$ cat config.mk
export PLATFORM = sky130hd
export DESIGN_NAME = wb_mprj_xbar
export DESIGN_NICKNAME = d
export VERILOG_FILES = /design/src/rtl/wb_mprj_xbar.sv
export SDC_FILE = /design/constraint.sdc
export NUM_CORES = 1
export LEC_CHECK = 0
export CORE_AREA = 2 2 123 125
export CTS_BUF_LIST = sky130_fd_sc_hd__clkbuf_16
export CTS_CLUSTER_SIZE = 16
export DETAILED_ROUTE_END_ITERATION = 16
export DIE_AREA = 0 0 125 127
export PLACE_DENSITY = 0.79
export SYNTH_ARGS = -nofsm -noshare
export SYNTH_HDL_FRONTEND = slang
export SYNTH_SLANG_ARGS = --single-unit
export TNS_END_PERCENT = 5
$ cat constraint.sdc
create_clock -name wb_clk_i -period 3.02 [get_ports wb_clk_i]
set_input_delay 0.604 -clock wb_clk_i [delete_from_list [all_inputs] [get_ports wb_clk_i]]
set_output_delay 0.604 -clock wb_clk_i [all_outputs]
set_load 0.01 [all_outputs]
$ cat src/rtl/wb_mprj_xbar.sv
// Wishbone fan-out from the management-SoC slave port to NCH user peripherals,
// with decode-miss/timeout abort. Optional per-channel ack counters: WB_MPRJ_XBAR_STATS_EN.
module wb_mprj_xbar #(
  parameter int unsigned       NCH      = 4,
  parameter int unsigned       DW       = 32,
  parameter int unsigned       AW       = 32,
  parameter logic [AW-1:0]     BASE     = 32'h3000_0000,
  parameter int unsigned       SEL_LSB  = 20,
  parameter int unsigned       TIMEOUT  = 255,
  parameter logic [DW-1:0]     ERR_DATA = 32'hDEAD_BEEF,
  localparam int unsigned      CB       = (NCH > 1) ? $clog2(NCH) : 1
) (
  input  logic                 wb_clk_i,
  input  logic                 wb_rst_n,
  input  logic                 wbs_cyc_i,
  input  logic                 wbs_stb_i,
  input  logic                 wbs_we_i,
  input  logic [DW/8-1:0]      wbs_sel_i,
  input  logic [AW-1:0]        wbs_adr_i,
  input  logic [DW-1:0]        wbs_dat_i,
  output logic                 wbs_ack_o,
  output logic [DW-1:0]        wbs_dat_o,
  output logic [NCH-1:0]       m_cyc_o,
  output logic [NCH-1:0]       m_stb_o,
  output logic                 m_we_o,
  output logic [DW/8-1:0]      m_sel_o,
  output logic [AW-1:0]        m_adr_o,
  output logic [DW-1:0]        m_dat_o,
  input  logic [NCH*DW-1:0]    m_dat_i,
  input  logic [NCH-1:0]       m_ack_i,
  output logic                 err_o,
`ifdef WB_MPRJ_XBAR_STATS_EN
  output logic [CB-1:0]        to_ch_o,
  input  logic                 stat_clr_i,
  output logic [NCH*16-1:0]    stat_o
`else
  output logic [CB-1:0]        to_ch_o
`endif
);

  localparam int unsigned TW   = $clog2(TIMEOUT + 1);
  localparam int unsigned CNTW = (CB + 8 > TW) ? CB + 8 : TW;

  typedef enum logic [1:0] {IDLE, REQ, RESP} state_t;

  state_t            state_q, state_d;
  logic [CB-1:0]     ch_q;
  logic [CNTW-1:0]   cnt_q;

  logic              req, hit, ack_sel, timeout_hit;
  logic [CB-1:0]     adr_ch;
  logic [NCH-1:0]    onehot;
  logic [DW-1:0]     dat_sel;
  logic              ev_hit, ev_miss, ev_abort, ev_ack, ev_to;

  // State register
  always_ff @(posedge wb_clk_i or negedge wb_rst_n) begin
    if (!wb_rst_n) state_q <= IDLE;
    else           state_q <= state_d;
  end

  // Decode and event generation; the !wbs_ack_o term blocks re-capturing the
  // request still on the bus during the upstream ack cycle.
  always_comb begin
    req         = wbs_cyc_i & wbs_stb_i & ~wbs_ack_o;
    adr_ch      = wbs_adr_i[SEL_LSB +: CB];
    hit         = (wbs_adr_i[AW-1:SEL_LSB+CB] == BASE[AW-1:SEL_LSB+CB]) &&
                  (int'(adr_ch) < int'(NCH));
    onehot      = NCH'(1) << adr_ch;
    ack_sel     = m_ack_i[ch_q];
    dat_sel     = m_dat_i[ch_q*DW +: DW];
    timeout_hit = (cnt_q == CNTW'(TIMEOUT - 1));
    ev_hit      = (state_q == IDLE) && req && hit;
    ev_miss     = (state_q == IDLE) && req && !hit;
    ev_abort    = (state_q == REQ) && !wbs_cyc_i;
    ev_ack      = (state_q == REQ) && wbs_cyc_i && ack_sel;
    ev_to       = (state_q == REQ) && wbs_cyc_i && !ack_sel && timeout_hit;
  end

  // Next-state logic
  always_comb begin
    state_d = state_q;
    case (state_q)
      IDLE: begin
        if (ev_hit)       state_d = REQ;
        else if (ev_miss) state_d = RESP;
      end
      REQ: begin
        if (ev_abort)             state_d = IDLE;
        else if (ev_ack || ev_to) state_d = RESP;
      end
      RESP:    state_d = IDLE;
      default: state_d = IDLE;
    endcase
  end

  // Registered outputs and datapath
  always_ff @(posedge wb_clk_i or negedge wb_rst_n) begin
    if (!wb_rst_n) begin
      wbs_ack_o <= 1'b0;
      wbs_dat_o <= '0;
      m_cyc_o   <= '0;
      m_stb_o   <= '0;
      m_we_o    <= 1'b0;
      m_sel_o   <= '0;
      m_adr_o   <= '0;
      m_dat_o   <= '0;
      err_o     <= 1'b0;
      to_ch_o   <= '0;
      ch_q      <= '0;
      cnt_q     <= '0;
    end else begin
      wbs_ack_o <= (state_q == RESP);
      err_o     <= 1'b0;
      if (state_q == IDLE && req) begin
        m_adr_o <= wbs_adr_i;
        m_we_o  <= wbs_we_i;
        m_sel_o <= wbs_sel_i;
        m_dat_o <= wbs_dat_i;
        ch_q    <= adr_ch;
        cnt_q   <= '0;
      end
      if (ev_hit) begin
        m_cyc_o <= onehot;
        m_stb_o <= onehot;
      end
      if (ev_miss) begin
        wbs_dat_o <= ERR_DATA;
        err_o     <= 1'b1;
      end
      if (state_q == REQ) cnt_q <= cnt_q + 1'b1;
      if (ev_abort || ev_ack || ev_to) begin
        m_cyc_o <= '0;
        m_stb_o <= '0;
      end
      if (ev_ack) wbs_dat_o <= dat_sel;
      if (ev_to) begin
        wbs_dat_o <= ERR_DATA;
        err_o     <= 1'b1;
        to_ch_o   <= ch_q;
      end
    end
  end

`ifdef WB_MPRJ_XBAR_STATS_EN
  logic [15:0] stat_q [NCH];

  // Clear has priority over a same-cycle increment; counters saturate.
  always_ff @(posedge wb_clk_i or negedge wb_rst_n) begin
    if (!wb_rst_n) begin
      for (int unsigned i = 0; i < NCH; i++) stat_q[i] <= '0;
    end else begin
      for (int unsigned i = 0; i < NCH; i++) begin
        if (stat_clr_i)
          stat_q[i] <= '0;
        else if (ev_ack && ch_q == CB'(i) && stat_q[i] != '1)
          stat_q[i] <= stat_q[i] + 16'd1;
      end
    end
  end

  always_comb begin
    stat_o = '0;
    for (int unsigned i = 0; i < NCH; i++) stat_o[i*16 +: 16] = stat_q[i];
  end
`endif

endmodule

## After elaboration in Yosys (flattened, before gate mapping)

Index checks and enable logic that the tools add are counted.
Widths: inputs -> output; s select.

- Flip-flop bits (word level): 123
- Latch bits: 0
- Bits in writable memories: 0
- Memory bits (read-only): 0
- Output and inout bits: 113
- Word-level logic and storage cells: 60
- Memories: 0

- Add/sub/neg operators: 1
- Multiply operators: 0
- Div/mod/pow operators: 0
- $lt $le $gt $ge: 1
- Equal/unequal tests: 6
- Shifts and indexed selects: 2
- Multiplexer cells: 16
- Bitwise operators: 3
- Reductions and logical operators: 19

Operators with widths:

| cell | number |
|---|---|
| $shiftx 128x8->32 | 1 |
| $mux 32 | 3 |
| $eq 10x8->1 const B | 2 |
| $mux 10 | 2 |
| $add 10x1->10 const B | 1 |
| $logic_and 1x1->1 | 8 |
| $mux 2 | 4 |
| $mux 4 | 2 |
| $pmux 2 s2 | 1 |
| $reduce_bool 2->1 | 2 |
| $shl 1x2->4 const A | 1 |
| $logic_not 1->1 | 3 |
| $logic_or 1x1->1 | 3 |
| $lt 2x3->1 const B | 1 |
| $mux 1 | 3 |
| $ne 3x2->1 const B | 1 |
| $ne 3x3->1 const B | 1 |
| $reduce_bool 3->1 | 1 |
| $and 1x1->1 | 2 |
| $bmux 1 s2 | 1 |
| $eq 2x1->1 const B | 1 |
| $eq 2x2->1 const B | 1 |
| $logic_not 2->1 | 1 |
| $reduce_and 2->1 | 1 |
| $not 1->1 | 1 |

## Depth between registers and ports, before layout

- Depth after elaboration: 9
- Depth in mapped cells: 7
- Mapped depth without buffers: 6

## Least setup slack after synthesis

Ideal clock, no wire load.

- Kind: in2reg
- From: input port m_ack_i[3]
- To: register wbs_dat_o[14]
- Arrival: 1837 ps
- Required time: 2900 ps
- Path slack: 1063 ps
- Stages on the path: 6
- Buffers on the path: 2
- Path through: mux4_2 > and3_1 > clkbuf_2 > buf_6 > and2_1 > a31o_2

- Cells in the longest elaborated chain, start to end: 6
- Elaborated cells between the ends (all ways): 9
- Classes of those cells: mux: 4; reduce/logical: 5

RTL lines:

| what | line | text |
|---|---|---|
| from (decl) | 30 | `input logic [NCH-1:0] m_ack_i,` |
| $bmux 1 s2 (*) | 70 | `ack_sel = m_ack_i[ch_q];` |
| $mux 1 (not written as such) (*) | 70 |  |
| $logic_not 1->1 | 77 | `ev_to = (state_q == REQ) && wbs_cyc_i && !ack_sel && timeout_hit;` |
| $logic_and 1x1->1 (2 in series) | 77 |  |
| $reduce_bool 3->1 (no line) / $mux 32 (equally long branches) | -- |  |
| to (signal assigned) | 136 | `if (ev_ack) wbs_dat_o <= dat_sel;` |
| to (decl) | 22 | `output logic [DW-1:0] wbs_dat_o,` |

Mark *: on every way between the ends. The rest lies on a longest branch, timed or not. The select of a mux whose other input is x is not followed.
A chain may end at the register's enable or synchronous reset.

## Final worst setup path

- From: register m_adr_o[21]
- To: output port m_adr_o[21]

RTL lines:

| what | line | text |
|---|---|---|
| from (decl) | 27 | `output logic [AW-1:0] m_adr_o,` |
| from (signal assigned) | 116 | `m_adr_o <= wbs_adr_i;` |

No word-level cell between the ends.

==> metrics.yaml <==
synthesis:
  synthAdderAreaFrac: 0.00442
  yosys.area.top_type: "dfrtp_1"
  synth-seq-area-share: 0.535
  netlist_area_mm2: 0.00566
  synthXorXnorAreaFrac: 0.00155
  synth-simple-area-share: 0.223
  avgSynthCellArea_um2: 9.98
  synth_top_area_share: 0.535
  synth.area.top_cells: "dfrtp_1, nand2_1, mux4_2"
  synth_top_family_by_area: "simple AND/OR/NAND/NOR gates"
  postSynthCellCount: 567
  synth_nets: 774
  synth_compound_area_frac: 0.0533
  ys.flop_type: "dfrtp_1"
  synth_common_cells: "nand2_1, dfrtp_1, nor2_1"
  ys_warn_count: 0
  async_flop_share: 1.00
  yosysMostFrequentCell: "nand2_1"
  synth_edf_count: 0
  synth.distinct_cells: 41
  synth_seq_cells: 121
  synthMuxAreaShare: 0.144
detailed_routing:
  post_drt_wl_per_cell_um: 16.9
  drc: 0
  ant_nets: 0
  drt_iter0_drc: 345
  wirelength_um: 18000
  vias_per_cell: 4.85
  num_vias: 5182
  drt-pass1-iter-count: 5
clock_network:
  clock_path_buffers: 2
  cts_tree: "done"
  numCtsBuffers: 17
  htree_levels: 4
  cts_root_buffer: "clkbuf_16"
  cts_resized: 0
  clock_latency_ns: 0.41
  cts.clk_slew.worst_paths_ns: 0.05
  cts_hold_buf: 0
  cts_setup_buffers: 0
  cts.sinks: 121
sta:
  hold_ws_ns: 0.197
  rsz0062_at_grt: "false"
  worst_slew_pin_slew_ns: 0.594
  totalNegativeSetupSlack_ns: 0
  fin_crit_sh: 0.839
  slew_headroom: 0.604
  setup_violations: 0
  min_period_ns: 2.53
  skew_ns: 0.00731
  hold_violations: 0
  slew_viol_final: 0
  fmax_mhz: 395
floorplan:
  die_y_um: 127
  core-area_mm2: 0.0144
  start_util: 0.392
  die_area_mm2: 0.0159
  io_pins: 318
  num_rows: 44
  die_w_um: 125
power_and_ir_drop:
  ir_drop_uv: 477
  leakagePower_nw: 4.15
  power_density_mw_per_mm2: 514
global_routing:
  antenna_found_initial: 0
  grt_first_pass_wirelength_um: 28300
  grt_max_degree: 73
  track_usage: 0.231
  grt_pass1_vias: 5332
  overflow: 0
critical_path:
  worstSetupStartpointType: "flip-flop"
  endpoint_kind: "primary output"
  critPathRequiredTime_ns: 2.42
  worstPathArrival_ns: 1.93
  crit_fanout: 35
  path_class: "flip-flop to primary output"
placement:
  gp_congestion: 0.778
  place_hpwl_um: 13600
  io_buffer_count: 317
flow_run:
  cap_violations: 0
cells_and_area:
  insertedDiodeCount: 0
  drive_gt1_frac: 0.0881
  fin_nets: 1082
  syn_to_final_growth_pct: 67.7
worst_hold_path:
  hold_class: "input pin to asynchronous set/reset pin"
outcome:
  outcome: "finished, final reports clean"
==> registers in the layout, summed over array words and instances (netlist names), 2 cells and up <==
name	flops
m_adr_o	32
m_dat_o	32
m_sel_o	4
to_ch_o	2
m_stb_o	4
cnt_q	10
wbs_dat_o	32
state_q	2
==> critical path, cell delays in order, from the launching register on <==
cell and delay (ns):
dfrtp_1 0.43, buf_4 0.44, clkdlybuf4s50_1 0.63
==> through the flow <==
step           power, mW  std cells  setup slack, ns   util  instance area (µm²)
3_3_place_gp        3.25       1040            0.350  0.625                 9010
4_1_cts             4.93       1069            0.458  0.658                 9490
6_report            4.87       1069            0.485  0.658                 9490
2_1_floorplan       2.47        567             1.06      -                 5660
3_5_place_dp        3.27       1040            0.335  0.625                 9010
5_1_grt             5.13       1069            0.407  0.658                 9490
==> cell type report <==
class / instances / area [µm²]
fillers: 1132 / 4940
repair buffers: 330 / 3320
flip-flops and latches: 121 / 3030
multi-input cells: 401 / 2420
clock buffers: 17 / 425
well taps: 184 / 230
clock inverters: 12 / 48.8
inverters: 4 / 15.0
==> path summary, 6_finish.rpt <==
path / from / endpoint / slack [ns] / cells past startpoint
max in group asynchronous: wb_rst_n / m_adr_o[26]$_DFFE_PN0P_ / 2.02 / 2
min in group wb_clk_i: m_adr_o[3]$_DFFE_PN0P_ / m_adr_o[3]$_DFFE_PN0P_ / 0.47 / 2
setup reg to reg: m_adr_o[20]$_DFFE_PN0P_ / wbs_dat_o[14]$_DFFE_PN0P_ / 1.00 / 5
setup / recovery: m_adr_o[21]$_DFFE_PN0P_ / m_adr_o[21] / 0.49 / 2
hold reg to reg: m_adr_o[3]$_DFFE_PN0P_ / m_adr_o[3]$_DFFE_PN0P_ / 0.47 / 2
hold / removal: wb_rst_n / wbs_dat_o[29]$_DFFE_PN0P_ / 0.20 / 1
==> cell families after synthesis <==
group	after synthesis
AND/OR/NAND/NOR	307
XOR/XNOR	1
buffers and inverters	45
flip-flops	121
AO/OA/AOI/OAI	51
multiplexers	40
adder cells (fa/ha/maj)	2
==> where the power goes <==
group | internal [mW] | switching [mW] | leakage, nW
clock network | 0.996 | 0.654 | 0.250
registers | 1.81 | 0.104 | 1.45
logic | 0.793 | 0.517 | 2.44
==> cells in the final DEF (no fill, tap or decap), drive strengths merged, types with 10 or more instances in the layout <==
cell / netlist / routed
clkdlybuf4s50: 0 / 316
mux4: 33 / 33
o21ai: 10 / 10
nand2: 219 / 219
buf: 14 / 14
dfrtp: 121 / 121
a21oi: 29 / 29
nor2: 52 / 52
clkbuf: 27 / 17
==> routing by layer <==
metal,up-vias,track usage,wire [µm]
li1,2498,-,-
met1,2479,0.279,7110
met2,175,0.388,9290
met3,30,0.0812,1240
met4,0,0.0817,409
met5,-,0,0
Power figures use the tool's default switching activity.
==> RTL change 1 (same flow settings) <==
Set the parameter `ERR_DATA` to 32'h6F56DF77 (it was 32'hDEAD_BEEF).
--- a/src/rtl/wb_mprj_xbar.sv
+++ b/src/rtl/wb_mprj_xbar.sv
@@ -9,3 +9,3 @@
   parameter int unsigned       TIMEOUT  = 255,
-  parameter logic [DW-1:0]     ERR_DATA = 32'hDEAD_BEEF,
+  parameter logic [DW-1:0]     ERR_DATA = 32'h6F56DF77,
   localparam int unsigned      CB       = (NCH > 1) ? $clog2(NCH) : 1
Behaviour: not the same (Yosys sat finds a counterexample within 4 cycles, from zero or initial values and one cycle with wb_rst_n low).
==> RTL change 1 against the original RTL <==
Power is 9.2% higher; largest cell class unchanged; worst setup slack better by 0.11 ns; wire length down 0.66%; final area rose by 1.5%; synthesized area fell by 0.31%; hold slack got worse by 0.047 ns; sequential cell count did not move; combinational power down 6%.
==> RTL change 1: results (changes against the original RTL) <==
| Metric | Value |
|---|---|
| Overall Global Routing Usage | `22.8% (was 23.1%)` |
| Synth Net Count | `785 (was 774)` |
| Crit path max fanout | `14 (was 35)` |
| Crit-path max cell delay | `0.75 ns (was 0.63 ns)` |
| Vias per Instance | `4.92 (was 4.85)` |
| GPL Wtd Cong | `0.786 (was 0.778)` |
| Largest cells by area after synthesis | `dfrtp_1 54%, nand2_1 16%, mux4_2 13% (was dfrtp_1 54%, nand2_1 15%, mux4_2 13%)` |
| Wl on met1 | `6920 um (was 7110 um)` |
| Worst vdd ir | `365 uV (was 477 uV)` |
| Number of global-route vias before repair | `5,359 (was 5,332)` |
| Nets | `1,093 (was 1,082)` |
| Share of layout cells above drive strength 1 | `9.12% (was 8.81%)` |
| Top post-synthesis cells by count | `239 x nand2_1, 121 x dfrtp_1, 52 x nor2_1 (was 219 x nand2_1, 121 x dfrtp_1, 52 x nor2_1)` |
| Pin count of the biggest net entering global routing | `83 (was 73)` |
| I/O Buffers | `317 (unchanged)` |
| Post-Route WL | `17,900 um (was 18,000 um)` |
| Drt first pass iters | `4 (was 5)` |
| H-tree depth | `4 (unchanged)` |
| Synth unique cells | `36 (was 41)` |
| Sequential-to-total area share from yosys stat | `53.7% (was 53.5%)` |
| Wire length on met3 | `1260 um (was 1240 um)` |
| Worst relative slew slack | `56.6% (was 60.4%)` |
| Slowest CP cell | `dfrtp_1 (was clkdlybuf4s50_1)` |
| Initial drt markers | `258 (was 345)` |
| Static Leak | `0.00417 uW (was 0.00415 uW)` |
| Routed wl met2 | `9360 um (was 9290 um)` |
| Global-route wire length before repair | `28,400 um (was 28,300 um)` |
| Outcome | `finished clean (unchanged)` |
| Antenna Diode Count | `0 (unchanged)` |
| Family with the most delay on the worst path | `flip-flops (was buffers and inverters)` |
| Skew-Pair Late Insertion Delay | `0.40 ns` |
| # resized after CTS | `0 (unchanged)` |
| Worst clock skew | `0.0105 ns (was 0.00731 ns)` |
| Post-CTS Setup Bufs | `0 (unchanged)` |
| Post-detail-place hpwl | `13,500 um (was 13,600 um)` |
-- RTL change 1: area by class of cell --
| type | instances | area [um2] |
|---|---|---|
| Fill cell | 1158 | 4790 |
| Clock inverter | 15 | 211 |
| Inverter | 2 | 7.51 |
| Tap cell | 184 | 230 |
| Multi-Input combinational cell | 415 | 2420 |
| Sequential cell | 121 | 3030 |
| Clock buffer | 17 | 425 |
| Timing Repair Buffer | 329 | 3310 |
-- RTL change 1: path summary, 6_finish.rpt --
path / startpoint / to / slack [ns] / depth (start not counted)
setup / recovery: m_adr_o[21] / m_adr_o[21] / 0.59 / 1
hold / removal: wb_rst_n / m_dat_o[23] / 0.15 / 1
setup reg to reg: m_adr_o[21] / wbs_dat_o[21] / 0.82 / 6
hold reg to reg: m_dat_o[0] / m_dat_o[0] / 0.47 / 2
max in group asynchronous: wb_rst_n / wbs_dat_o[4] / 2.17 / 2
min in group wb_clk_i: m_dat_o[0] / m_dat_o[0] / 0.47 / 2
-- RTL change 1: stage by stage --
| stage | util (%) | cell area [um2] | hold WS, ns | instances | setup slack, ns |
|---|---|---|---|---|---|
| final | 66.8 | 9630 | 0.150 | 1083 | 0.594 |
| after global routing | 66.8 | 9630 | 0.180 | 1083 | 0.516 |
| after CTS | 66.8 | 9630 | 0.155 | 1083 | 0.562 |
| after detailed placement | 62.4 | 8990 | 0.461 | 1051 | 0.404 |
| after global placement | 62.4 | 8990 | 0.456 | 1051 | 0.458 |
| after floorplan | - | 5640 | 0.308 | 578 | 1.15 |
-- RTL change 1: logic make-up after synthesis --
group	count (synthesis)	synth area share, %
and+or+nand+nor	322	23.0
DFF	121	53.7
AOI/OAI and AO/OA	50	4.68
buffers and inverters	42	3.62
muxes	40	14.5
adders and majority gates	2	0.444
xor gates and xnor gates	1	0.155
-- RTL change 1: metal layers --
metal	up-vias	track usage [%]
li1	2539	-
met1	2491	27.5
met2	270	40.4
met3	24	5.28
met4	0	7.71
met5	-	0
-- RTL change 1: where the power goes --
part	leakage, uW	switching (uW)	total (uW)	internal [uW]
logic	0.00240	473	1230	760
clock network	0.000318	723	2180	1450
registers	0.00146	116	1910	1800
total	0.00417	1310	5320	4010
==> RTL change 2 (same settings) <==
Made on the original files. Encoding of `state_t`: now one-hot (3 bits for 3 states).
--- a/src/rtl/wb_mprj_xbar.sv
+++ b/src/rtl/wb_mprj_xbar.sv
@@ -43,3 +43,3 @@
 
-  typedef enum logic [1:0] {IDLE, REQ, RESP} state_t;
+  typedef enum logic [2:0] {IDLE = 3'b001, REQ = 3'b010, RESP = 3'b100} state_t;
 
Behaviour: no difference found for any inputs over 10 cycles, from zero or initial values and one cycle with wb_rst_n low; not proved beyond that.
==> RTL change 2 against the original RTL <==
Sequential share of layout area is 0.072 points lower; synthesized area is 0.93% higher; sequential cell count is 1 higher; power is 6.8% higher; wire length is 2.0% higher; worst setup slack better by 0.18 ns; final area is 1.1% higher; sequential power is 4% higher; critical path type unchanged.
==> RTL change 2: results (changes against the original RTL) <==
| Metric | Value |
|---|---|
| Avg Inst Size Synth | `9.81 um2 (was 9.98 um2)` |
| Multi-input logic area | `2430 um2 (was 2420 um2)` |
| Crit path max fanout | `12 (was 35)` |
| Mux cell area share after synthesis | `14.1% (was 14.4%)` |
| Sequential group power | `1980 uW (was 1910 uW)` |
| Global-route wire length before repair | `28,600 um (was 28,300 um)` |
| Wire length on met3 | `1240 um (about the same)` |
| Synth unique cells | `36 (was 41)` |
| Largest cells by area after synthesis | `dfrtp_1 53%, nand2_1 16%, mux4_2 13% (was dfrtp_1 54%, nand2_1 15%, mux4_2 13%)` |
| Total power | `5200 uW (was 4870 uW)` |
| Worst relative slew slack | `52.5% (was 60.4%)` |
| Placed insts | `1,053 (was 1,040)` |
| Number of global-route vias before repair | `5,419 (was 5,332)` |
| Crit-path max cell delay | `0.70 ns (was 0.63 ns)` |
| Top post-synthesis cells by count | `236 x nand2_1, 121 x dfrtp_1, 57 x nor2_1 (was 219 x nand2_1, 121 x dfrtp_1, 52 x nor2_1)` |
| Post-Synth XOR/XNOR Area | `0% (was 0.155%)` |
| Initial drt markers | `335 (was 345)` |
| Drt first pass iters | `4 (was 5)` |
| Slowest CP cell | `dfrtp_1 (was clkdlybuf4s50_1)` |
| Pin count of the biggest net entering global routing | `78 (was 73)` |
| # fillers | `1,165 (was 1,132)` |
| GR Util met2 | `39.8% (was 38.8%)` |
| Compound-gate portion of the synthesized area | `5.35% (was 5.33%)` |
| Share of layout cells above drive strength 1 | `9.10% (was 8.81%)` |
| Static Leak | `0.00413 uW (was 0.00415 uW)` |
| Sequential-to-total area share from yosys stat | `53.5% (about the same)` |
| R2R Path End | `wbs_dat_o[6] (was wbs_dat_o[14])` |
| Vias | `5,256 (was 5,182)` |
| Worst clock skew | `0.00600 ns (was 0.00731 ns)` |
| Post-synthesis adder-cell area fraction | `0.438% (was 0.442%)` |
| Overall Global Routing Usage | `23.1% (about the same)` |
| Outcome | `finished clean (unchanged)` |
| P_int | `3840 uW (was 3600 uW)` |
| Routed wl met2 | `9390 um (was 9290 um)` |
| R2r setup slk | `0.90 ns (was 1.00 ns)` |
| Pre-CTS setup slack | `0.406 ns (was 0.335 ns)` |
| Post-detail-place hpwl | `13,800 um (was 13,600 um)` |
| GPL Wtd Cong | `0.826 (was 0.778)` |
| Met3 usage | `6.37% (was 8.12%)` |
| Wl on met1 | `7390 um (was 7110 um)` |
| Family with the most delay on the worst path | `flip-flops (was buffers and inverters)` |
-- RTL change 2: cell count changes after synthesis, moves of 5 or more --
cell      change
nand2_1      +17
clkbuf_1     -13
buf_2         +9
o21ai_1       +8
a21oi_1       +5
and2_1        -5
nor2_1        +5
-- RTL change 2: final cells by class --
type | instances | area share [%]
sequential | 122 | 31.9
tap | 184 | 2.40
timing repair buffer | 326 | 34.4
multi-input combinational | 418 | 25.4
inverter | 3 | 0.117
clock buffer | 17 | 4.44
clock inverter | 15 | 1.41
-- RTL change 2: how the worst max path moves through the flow --
stage	start	end	slack (ns)	cells after the start
2_1_floorplan	wbs_cyc_i	to_ch_o[0]	1.19	4
3_3_place_gp	wbs_adr_i[23]	wbs_dat_o[3]	0.54	6
3_5_place_dp	wbs_cyc_i	to_ch_o[0]	0.41	5
4_1_cts	m_adr_o[21]	m_adr_o[21]	0.63	1
5_1_grt	m_adr_o[20]	m_adr_o[20]	0.58	1
6_report	m_adr_o[21]	m_adr_o[21]	0.66	1
